<file path="src/rtl/pov_pkg.sv">
// Shared definitions for the POV string reader: character geometry, reader states
// and the character extraction helper.
package pov_pkg;

    localparam int CHAR_W = 7;
    localparam int NCHARS = 11;
    localparam int STR_W  = NCHARS * CHAR_W;
    localparam int IDX_W  = $clog2(NCHARS + 1);

    localparam logic [CHAR_W-1:0] NUL_CHAR = 7'h00;

    typedef enum logic [1:0] {
        IDLE,
        WAIT_SYNC,
        SEND,
        GAP
    } reader_state_t;

    // Out-of-range indices read as NUL so idx==NCHARS naturally terminates a frame.
    function automatic logic [CHAR_W-1:0] char_at(input logic [STR_W-1:0] s,
                                                  input logic [IDX_W-1:0] idx);
        logic [CHAR_W-1:0] c;
        c = NUL_CHAR;
        for (int k = 0; k < NCHARS; k++) begin
            if (idx == IDX_W'(k)) c = s[CHAR_W*k +: CHAR_W];
        end
        return c;
    endfunction

endpackage

</file>
<file path="src/rtl/pov_sync_edge.sv">
// Two-flop synchronizer for an asynchronous sensor input, followed by a
// single-clock rising-edge pulse.
module pov_sync_edge (
    input  logic clk,
    input  logic rst_n,
    input  logic din,
    output logic rise
);

    // sh[0], sh[1] form the synchronizer; sh[2] holds the previous synced value.
    logic [2:0] sh;

    always_ff @(posedge clk or negedge rst_n) begin
        if (!rst_n) begin
            sh <= '0;
        end else begin
            sh <= {sh[1:0], din};
        end
    end

    assign rise = sh[1] & ~sh[2];

endmodule

</file>
<file path="src/rtl/pov_string_reader.sv">
// Snapshots a completed character string and plays it out one character per
// rotation sync pulse to the glyph renderer. Character geometry comes from pov_pkg.
module pov_string_reader
    import pov_pkg::*;
#(
    parameter int GAP_CYCLES = 4
) (
    input  logic                clk,
    input  logic                reset,
    input  logic [STR_W-1:0]    str,
    input  logic                complete,
    input  logic                change,
    input  logic                sync,
    input  logic                char_ready,
    output logic [CHAR_W-1:0]   char_out,
    output logic                char_valid,
    output logic                frame_active,
    output logic                frame_done,
    output logic                overrun,
    output reader_state_t       dbg_state
);

    localparam int GAP_W = (GAP_CYCLES > 1) ? $clog2(GAP_CYCLES) : 1;
    localparam logic [GAP_W-1:0] GAP_LAST = (GAP_CYCLES > 0) ? GAP_W'(GAP_CYCLES - 1) : '0;

    reader_state_t      state_q, state_d;
    logic [IDX_W-1:0]   idx_q, idx_d;
    logic [GAP_W-1:0]   gap_q, gap_d;
    logic [STR_W-1:0]   snap_q, snap_d;
    logic [STR_W-1:0]   pend_q, pend_d;
    logic               snap_valid_q, snap_valid_d;
    logic               pending_q, pending_d;
    logic               frame_done_q, frame_done_d;
    logic               overrun_q, overrun_d;
    logic               swap;

    logic               sync_rise;
    logic [CHAR_W-1:0]  cur_char;
    logic               at_end;
    logic               xfer;

    pov_sync_edge u_sync_edge (
        .clk   (clk),
        .rst_n (reset),
        .din   (sync),
        .rise  (sync_rise)
    );

    // Handshake: char_valid/char_out are functions of registered state only, so
    // char_out is stable while char_valid is high; a character is consumed on a
    // clock edge where char_valid && char_ready, and idx advances on that edge.
    assign cur_char     = char_at(snap_q, idx_q);
    assign at_end       = (idx_q == IDX_W'(NCHARS)) || (cur_char == NUL_CHAR);
    assign char_valid   = (state_q == SEND) && !at_end;
    assign char_out     = char_valid ? cur_char : NUL_CHAR;
    assign frame_active = (state_q == SEND) || (state_q == GAP);
    assign xfer         = char_valid && char_ready;
    assign frame_done   = frame_done_q;
    assign overrun      = overrun_q;
    assign dbg_state    = state_q;

    always_comb begin
        state_d      = state_q;
        idx_d        = idx_q;
        gap_d        = gap_q;
        snap_d       = snap_q;
        pend_d       = pend_q;
        snap_valid_d = snap_valid_q;
        pending_d    = pending_q;
        frame_done_d = 1'b0;
        overrun_d    = 1'b0;
        swap         = 1'b0;

        // complete beats change, and takes effect at once outside a frame.
        if (complete && (change || !frame_active)) begin
            snap_d       = str;
            snap_valid_d = 1'b1;
            pending_d    = 1'b0;
            state_d      = WAIT_SYNC;
            idx_d        = '0;
            gap_d        = '0;
        end else if (change) begin
            snap_valid_d = 1'b0;
            pending_d    = 1'b0;
            state_d      = IDLE;
            idx_d        = '0;
            gap_d        = '0;
        end else begin
            case (state_q)
                WAIT_SYNC: begin
                    if (sync_rise && snap_valid_q) begin
                        idx_d   = '0;
                        state_d = SEND;
                    end
                end
                SEND, GAP: begin
                    if (sync_rise) begin
                        overrun_d = 1'b1;
                        swap      = 1'b1;
                        idx_d     = '0;
                        gap_d     = '0;
                        state_d   = SEND;
                    end else if (state_q == SEND) begin
                        if (at_end) begin
                            frame_done_d = 1'b1;
                            swap         = 1'b1;
                            idx_d        = '0;
                            state_d      = WAIT_SYNC;
                        end else if (xfer) begin
                            idx_d = idx_q + IDX_W'(1);
                            gap_d = '0;
                            if (GAP_CYCLES > 0) state_d = GAP;
                        end
                    end else begin
                        if (gap_q == GAP_LAST) state_d = SEND;
                        else                   gap_d   = gap_q + GAP_W'(1);
                    end
                end
                default: ;
            endcase

            // A string completed mid-frame waits in pend until the frame boundary.
            if (swap) begin
                if (complete)       snap_d = str;
                else if (pending_q) snap_d = pend_q;
                pending_d = 1'b0;
            end else if (complete) begin
                pend_d    = str;
                pending_d = 1'b1;
            end
        end
    end

    always_ff @(posedge clk or negedge reset) begin
        if (!reset) begin
            state_q      <= IDLE;
            idx_q        <= '0;
            gap_q        <= '0;
            snap_q       <= '0;
            pend_q       <= '0;
            snap_valid_q <= 1'b0;
            pending_q    <= 1'b0;
            frame_done_q <= 1'b0;
            overrun_q    <= 1'b0;
        end else begin
            state_q      <= state_d;
            idx_q        <= idx_d;
            gap_q        <= gap_d;
            snap_q       <= snap_d;
            pend_q       <= pend_d;
            snap_valid_q <= snap_valid_d;
            pending_q    <= pending_d;
            frame_done_q <= frame_done_d;
            overrun_q    <= overrun_d;
        end
    end

endmodule
</file>
<file path="config.mk">
export PLATFORM = sky130hd
export DESIGN_NAME = pov_string_reader
export DESIGN_NICKNAME = d
export VERILOG_FILES = /design/src/rtl/pov_pkg.sv /design/src/rtl/pov_sync_edge.sv /design/src/rtl/pov_string_reader.sv
export SDC_FILE = /design/constraint.sdc
export NUM_CORES = 1
export LEC_CHECK = 0
export BUFFER_PORTS_ARGS = -buffer_cell sky130_fd_sc_hd__buf_2
export CAP_MARGIN = 20
export CORE_UTILIZATION = 35
export DETAILED_ROUTE_END_ITERATION = 6
export GPL_TIMING_DRIVEN = 1
export PLACE_DENSITY_LB_ADDON = 0.05
export SKIP_CTS_REPAIR_TIMING = 1
export SLEW_MARGIN = 20
export SYNTH_ARGS = -nofsm -noshare
export SYNTH_HDL_FRONTEND = slang
export SYNTH_SLANG_ARGS = --single-unit
</file>
<file path="constraint.sdc">
create_clock -name clk -period 3.5 [get_ports clk]
set_input_delay 0.525 -clock clk [delete_from_list [all_inputs] [get_ports clk]]
set_output_delay 0.525 -clock clk [all_outputs]
set_load 0.01 [all_outputs]
</file>
# Word-level counts from Yosys, hierarchy flattened
# Cells that the tools add are included.
classes:
  bitwise: 5
  eq_ne: 24
  n_reduce_logical: 23
  muxes: 62
  n_addsub: 2
ops:
  columns: ["operator", "count"]
  rows:
  - ["77-bit two-way mux", 5]
  - ["7-bit two-way mux", 12]
  - ["2-bit two-way mux", 16]
  - ["4-bit two-way mux", 7]
  - ["1-bit two-way mux", 20]
  - ["4-bit by 3-bit equality test with 1-bit output, second input constant", 4]
  - ["4-bit equality test, second input constant", 4]
  - ["4-bit AND reduction", 4]
  - ["6-bit inequality test, second input constant", 2]
  - ["5-bit by 4-bit inequality test with 1-bit output, second input constant", 2]
  - ["5-bit inequality test, second input constant", 2]
  - ["4-bit by 2-bit equality test with 1-bit output, second input constant", 2]
  - ["4-bit case mux with 2 select lines", 1]
  - ["4-bit nonzero test", 2]
  - ["7-bit zero test", 1]
  - ["7-bit inequality test, second input constant", 1]
  - ["2-bit equality test, second input constant", 3]
  - ["3-bit nonzero test", 2]
  - ["4-bit by 1-bit adder with 4-bit output, second input constant", 1]
  - ["4-bit by 1-bit equality test with 1-bit output, second input constant", 1]
  - ["1-bit logical AND", 4]
  - ["4-bit zero test", 1]
  - ["4-bit inequality test, second input constant", 1]
  - ["1-bit inverter", 4]
  - ["10 further kinds", 14]
word_totals:
  ff_bits: 169
  wordCells: 126
  input_bits: 83
  out_inout_bits: 13

# Depth between registers and ports, before layout
depth:
  depth_word: 24
  depth_mapped: 16
  mapped_depth_nobuf: 10

# By module
# A second synthesis with hierarchy kept.
unflattened:
  hier_cells: 663
  area_unflattened_um2: 8374.3
by_module_without_submodules:
  columns: ["mod", "instances", "seq_area_each_um2", "area_per_inst_um2", "cells_each"]
  rows:
  - ["pov_string_reader", 1, 4154.0, 8285.4, 659]
  - ["pov_sync_edge", 1, 75.1, 88.8, 4]

# Worst setup path after synthesis
# Ideal clock, no wire load.
synth_path:
  path_type: "reg2reg"
  start: "reg idx_q[0]"
  end: "reg pend_q[18]"
  path_buffers: 3
  path_stages_with_launch: 14
  period_less_slack_ns: 3.086
  t_required_ns: 3.373
  path_slack_ns: 0.414
  setup_time_ns: 0.127
  t_arrival_ns: 2.959
  cell_sequence: "dfrtp_1 > inv_1 > ha_1 > nor2b_1 > buf_2 > a221o_1 > a221oi_1 > o21ai_1 > nor4_4 > a21boi_4 > o211ai_4 > buf_6 > buf_6 > mux2_1"
synth_via:
  elab_chain_len: 22
  word_cells_on_any_way: 33
  cone_classes: "11 x eq/ne; 17 x mux; 1 x bitwise; 4 x reduce/logical"
synth_rtl:
  columns: ["element", "line_no", "text"]
  rows:
  - ["start, declared", "pov_string_reader.sv:27", "logic [IDX_W-1:0] idx_q, idx_d;"]
  - ["start signal, assigned", "pov_string_reader.sv:147", "idx_q <= idx_d;"]
  - ["4-bit zero test", "pov_pkg.sv:25", "if (idx == IDX_W'(k)) c = s[CHAR_W*k +: CHAR_W];"]
  - ["7-bit two-way mux (11 in a row)", "pov_pkg.sv:25", null]
  - ["7-bit zero test", "pov_string_reader.sv:53", "assign at_end = (idx_q == IDX_W'(NCHARS)) || (cur_char == NUL_CHAR);"]
  - ["1-bit logical OR (*)", "pov_string_reader.sv:53", null]
  - ["1-bit two-way mux (*)", "pov_string_reader.sv:104", "if (at_end) begin"]
  - ["1-bit two-way mux (*)", "pov_string_reader.sv:103", "end else if (state_q == SEND) begin"]
  - ["1-bit two-way mux (*)", "pov_string_reader.sv:97", "if (sync_rise) begin"]
  - ["1-bit two-way mux (*)", "pov_string_reader.sv:89", "case (state_q)"]
  - ["1-bit two-way mux (*)", "pov_string_reader.sv:82", "end else if (change) begin"]
  - ["1-bit two-way mux (*)", "pov_string_reader.sv:75", "if (complete && (change || !frame_active)) begin"]
  - ["1-bit inverter (no source line) (*)", null, null]
  - ["4-bit AND reduction (no source line) (*)", null, null]
  - ["end signal, assigned", "pov_string_reader.sv:150", "pend_q <= pend_d;"]
  - ["end, declared", "pov_string_reader.sv:30", "logic [STR_W-1:0] pend_q, pend_d;"]
# Mark *: on every way between the ends. The rest lies on a longest branch, timed or not. The select of a mux whose other input is x is not followed.
# A chain may end at the register's enable or synchronous reset.

# Worst setup path in the final report
layout_path:
  start: "reg idx_q[0]"
  end: "reg pend_q[6]"
# The elaborated chain is that of the path after synthesis.

==> impl_metrics.ini <==
[worst_setup_path]
worstRegToRegCells = 15
reg2reg_to = pend_q[6]$_DFFE_PN0P_
critPathMaxStageDelay_ns = 0.48
worstPathRequired_ns = 3.82
crit-reg2reg-launch = idx_q[0]$_DFFE_PN0P_
path_class = flop to flop
endpoint = pend_q[6]$_DFFE_PN0P_
reg2reg_setup_slack_ns = -0.14
start_kind = flop
crit_path_top_delay_cell = dfrtp_2
arrival_ns = 3.95
crit_path_start = idx_q[0]$_DFFE_PN0P_
endpoint_kind = flop
crit_chain = inv_4, ha_4, buf_12, a221oi_4, nor2_2, a2111oi_4, o211ai_1, nor4_4, a21boi_4, buf_4, buf_4, o211ai_4, buf_12, clkbuf_16, mux2_2
crit_fanout = 22

[synthesis]
ys_seq_elements = 169
yosysSeqAreaShare_pct = 50.16
synth.distinct_cells = 53
synth_enable_flop_cells = 0
synth_area_leaders = dfrtp_1 50%, mux2i_1 12%, mux2_2 6.3%
synth_top_area_share_pct = 50.16
synth.net_count = 822
syn_area_mm2 = 0.008431
ys_warn_count = 0
synthArstFlopShare_pct = 100.0
synth-main-ff-cell = dfrtp_1
synth.avg_cell_area_um2 = 11.49
synth_area_leader_cell = dfrtp_1
synthCells = 734

[pwr]
powerDensity_mw_per_mm2 = 620.3
peakVddDrop_v = 0.0003041
power_leakage_nw = 4.971
total_power_mw = 6.576

[die]
dieWidth_um = 157.2
die_y_um = 157.2
die-area_mm2 = 0.02471
io_pins = 96
start_util_pct = 35.81
core_area_mm2 = 0.02354
rows = 56

[detailed_routing]
vias = 6143
routed_wirelength_um = 23170
drc = 0
viasPerCell = 5.228
dr.first_iter.drc_count = 323
firstDrtPassIters = 4
ant_nets = 0
wl_per_cell_um = 19.72

[sta]
fmax_ghz = 0.2751
setup_viol = 70
finClkSkew_ns = 0.009647
whs_ns = 0.1956
min_period_ns = 3.635
setup_ws_ns = -0.1353
max_slew.worst_pin.slew_ns = 0.9589
hold_violations = 0
post-route-period-util_pct = 103.9
rsz0062_at_grt = true
slew_violations = 0
relSlewSlack_pct = 36.07

[placed_design]
place.gp.congestion = 0.8139
dpl.hpwl_um = 15410
placed_area_mm2 = 0.009273
io_buffers = 95
dp_cells = 1117

[cts]
htreeDepth = 4
cts_made_buffers = 17
clock_path_buffers = 2
clkSlewWorstSetupHoldPaths_ns = 0.07
cts_root_buffer = clkbuf_16
cts_tree = built
clk_latency_ns = 0.43
cts_sinks = 169

[flow_run]
maxCapViolCount = 0

[final_layout]
antennaDiodeCount = 0
fin_cells = 1175
final_cell_mix = 166 x dfrtp_1, 98 x mux2i_1, 92 x buf_2, 70 x nor2_1, 63 x a22oi_1
final_common_cell = dfrtp_1
drive_above_1_share_pct = 33.88
nets = 931
area_growth_pct = 25.75
design_area_mm2 = 0.01060

[hold_path]
hold_path_class = input pin to flop

[grt]
grt_overflow = 0
grt_usage_pct = 18.55
grt_max_degree = 102
antenna_found_initial = 0
grt_pass1_wl_um = 34700
grt_pass1_vias = 6146

[outcome]
violations = setup timing
status = finished with violations
==> sequential cells by signal, summed over array words and instances, names as in the netlist <==
name / count
dbg_state: 2
frame_done: 1
gap_q: 2
idx_q: 4
overrun: 1
pend_q: 77
pending_q: 1
snap_q: 77
snap_valid_q: 1
u_sync_edge.sh: 3
==> area by class of cell <==
class                      count  area, um^2
clock buffer                  20       446.7
clock inverter                12       117.6
fill                        2262       12940
inverter                      31       121.4
multi-input combinational    474        4179
sequential                   169        4233
tap                          319       399.1
timing repair buffer         150        1105
==> where the power goes <==
part / internal (mW) / total, mW / leakage [nW] / switching (mW)
Sequential: 2.53 / 2.88 / 2.03 / 0.346
Combinational: 1.01 / 1.85 / 2.68 / 0.838
Clock: 1.01 / 1.85 / 0.264 / 0.845
Total: 4.55 / 6.58 / 4.97 / 2.03
==> metal layers <==
metal	GRT usage, %	vias to the layer above	routed length [um]
met2	27.83	132	10430
met3	3.029	20	736
li1	-	2898	-
met1	27.01	3093	11730
met4	6.149	0	276
met5	0	-	0
==> critical path, delay by kind of cell (launching register included) <==
| family | cells | cell delay [ns] |
|---|---|---|
| AOI/OAI and AO/OA | 5 | 1.13 |
| muxes | 1 | 0.36 |
| adders and majority gates | 1 | 0.18 |
| and+or+nand+nor | 2 | 0.45 |
| DFF | 1 | 0.48 |
| buffers and inverters | 6 | 0.91 |
==> cells by family (layout without fill, tap and decap cells) <==
family	after synthesis	count (layout)	share of synthesized area, %
AOI/OAI and AO/OA	166	166	14.38
adders and majority gates	5	5	0.7421
buffers and inverters	91	213	5.595
DFF	169	169	50.16
muxes	175	175	21.92
and+or+nand+nor	128	128	7.198
==> cells in the mapped netlist (10+ instances only) <==
library cell	instances
a22oi_1	63
a221oi_1	13
clkbuf_1	22
nor2_1	73
buf_6	10
mux2i_1	98
mux2_1	30
dfrtp_1	169
nand2_1	14
buf_2	17
a21oi_1	34
mux2_2	47
inv_1	31
==> through the flow <==
stage | setup TNS [ns] | util (%) | worst slack (ns)
detailed placement | -9.636 | 39.39 | -0.2716
floorplan | 0 | - | 0.4137
CTS | -15.44 | 41.78 | -0.7579
finish | -6.109 | 45.03 | -0.1353
global route | -13.31 | 45.03 | -0.2345
global placement | -2.839 | 39.39 | -0.2199
==> how the worst min path moves through the flow <==
stage | cells after the start | endpoint | slack, ns | startpoint
CTS | 1 | u_sync_edge.sh[0]$_DFF_PN0_ | 0.18 | sync
global route | 1 | u_sync_edge.sh[0]$_DFF_PN0_ | 0.17 | sync
floorplan | 0 | dbg_state[0]$_DFFE_PN0P_ | 0.23 | reset
finish | 1 | u_sync_edge.sh[0]$_DFF_PN0_ | 0.20 | sync
detailed placement | 0 | u_sync_edge.sh[1]$_DFF_PN0_ | 0.34 | u_sync_edge.sh[0]$_DFF_PN0_
global placement | 0 | u_sync_edge.sh[1]$_DFF_PN0_ | 0.33 | u_sync_edge.sh[0]$_DFF_PN0_
No activity file was read; power rests on OpenSTA's default activity.
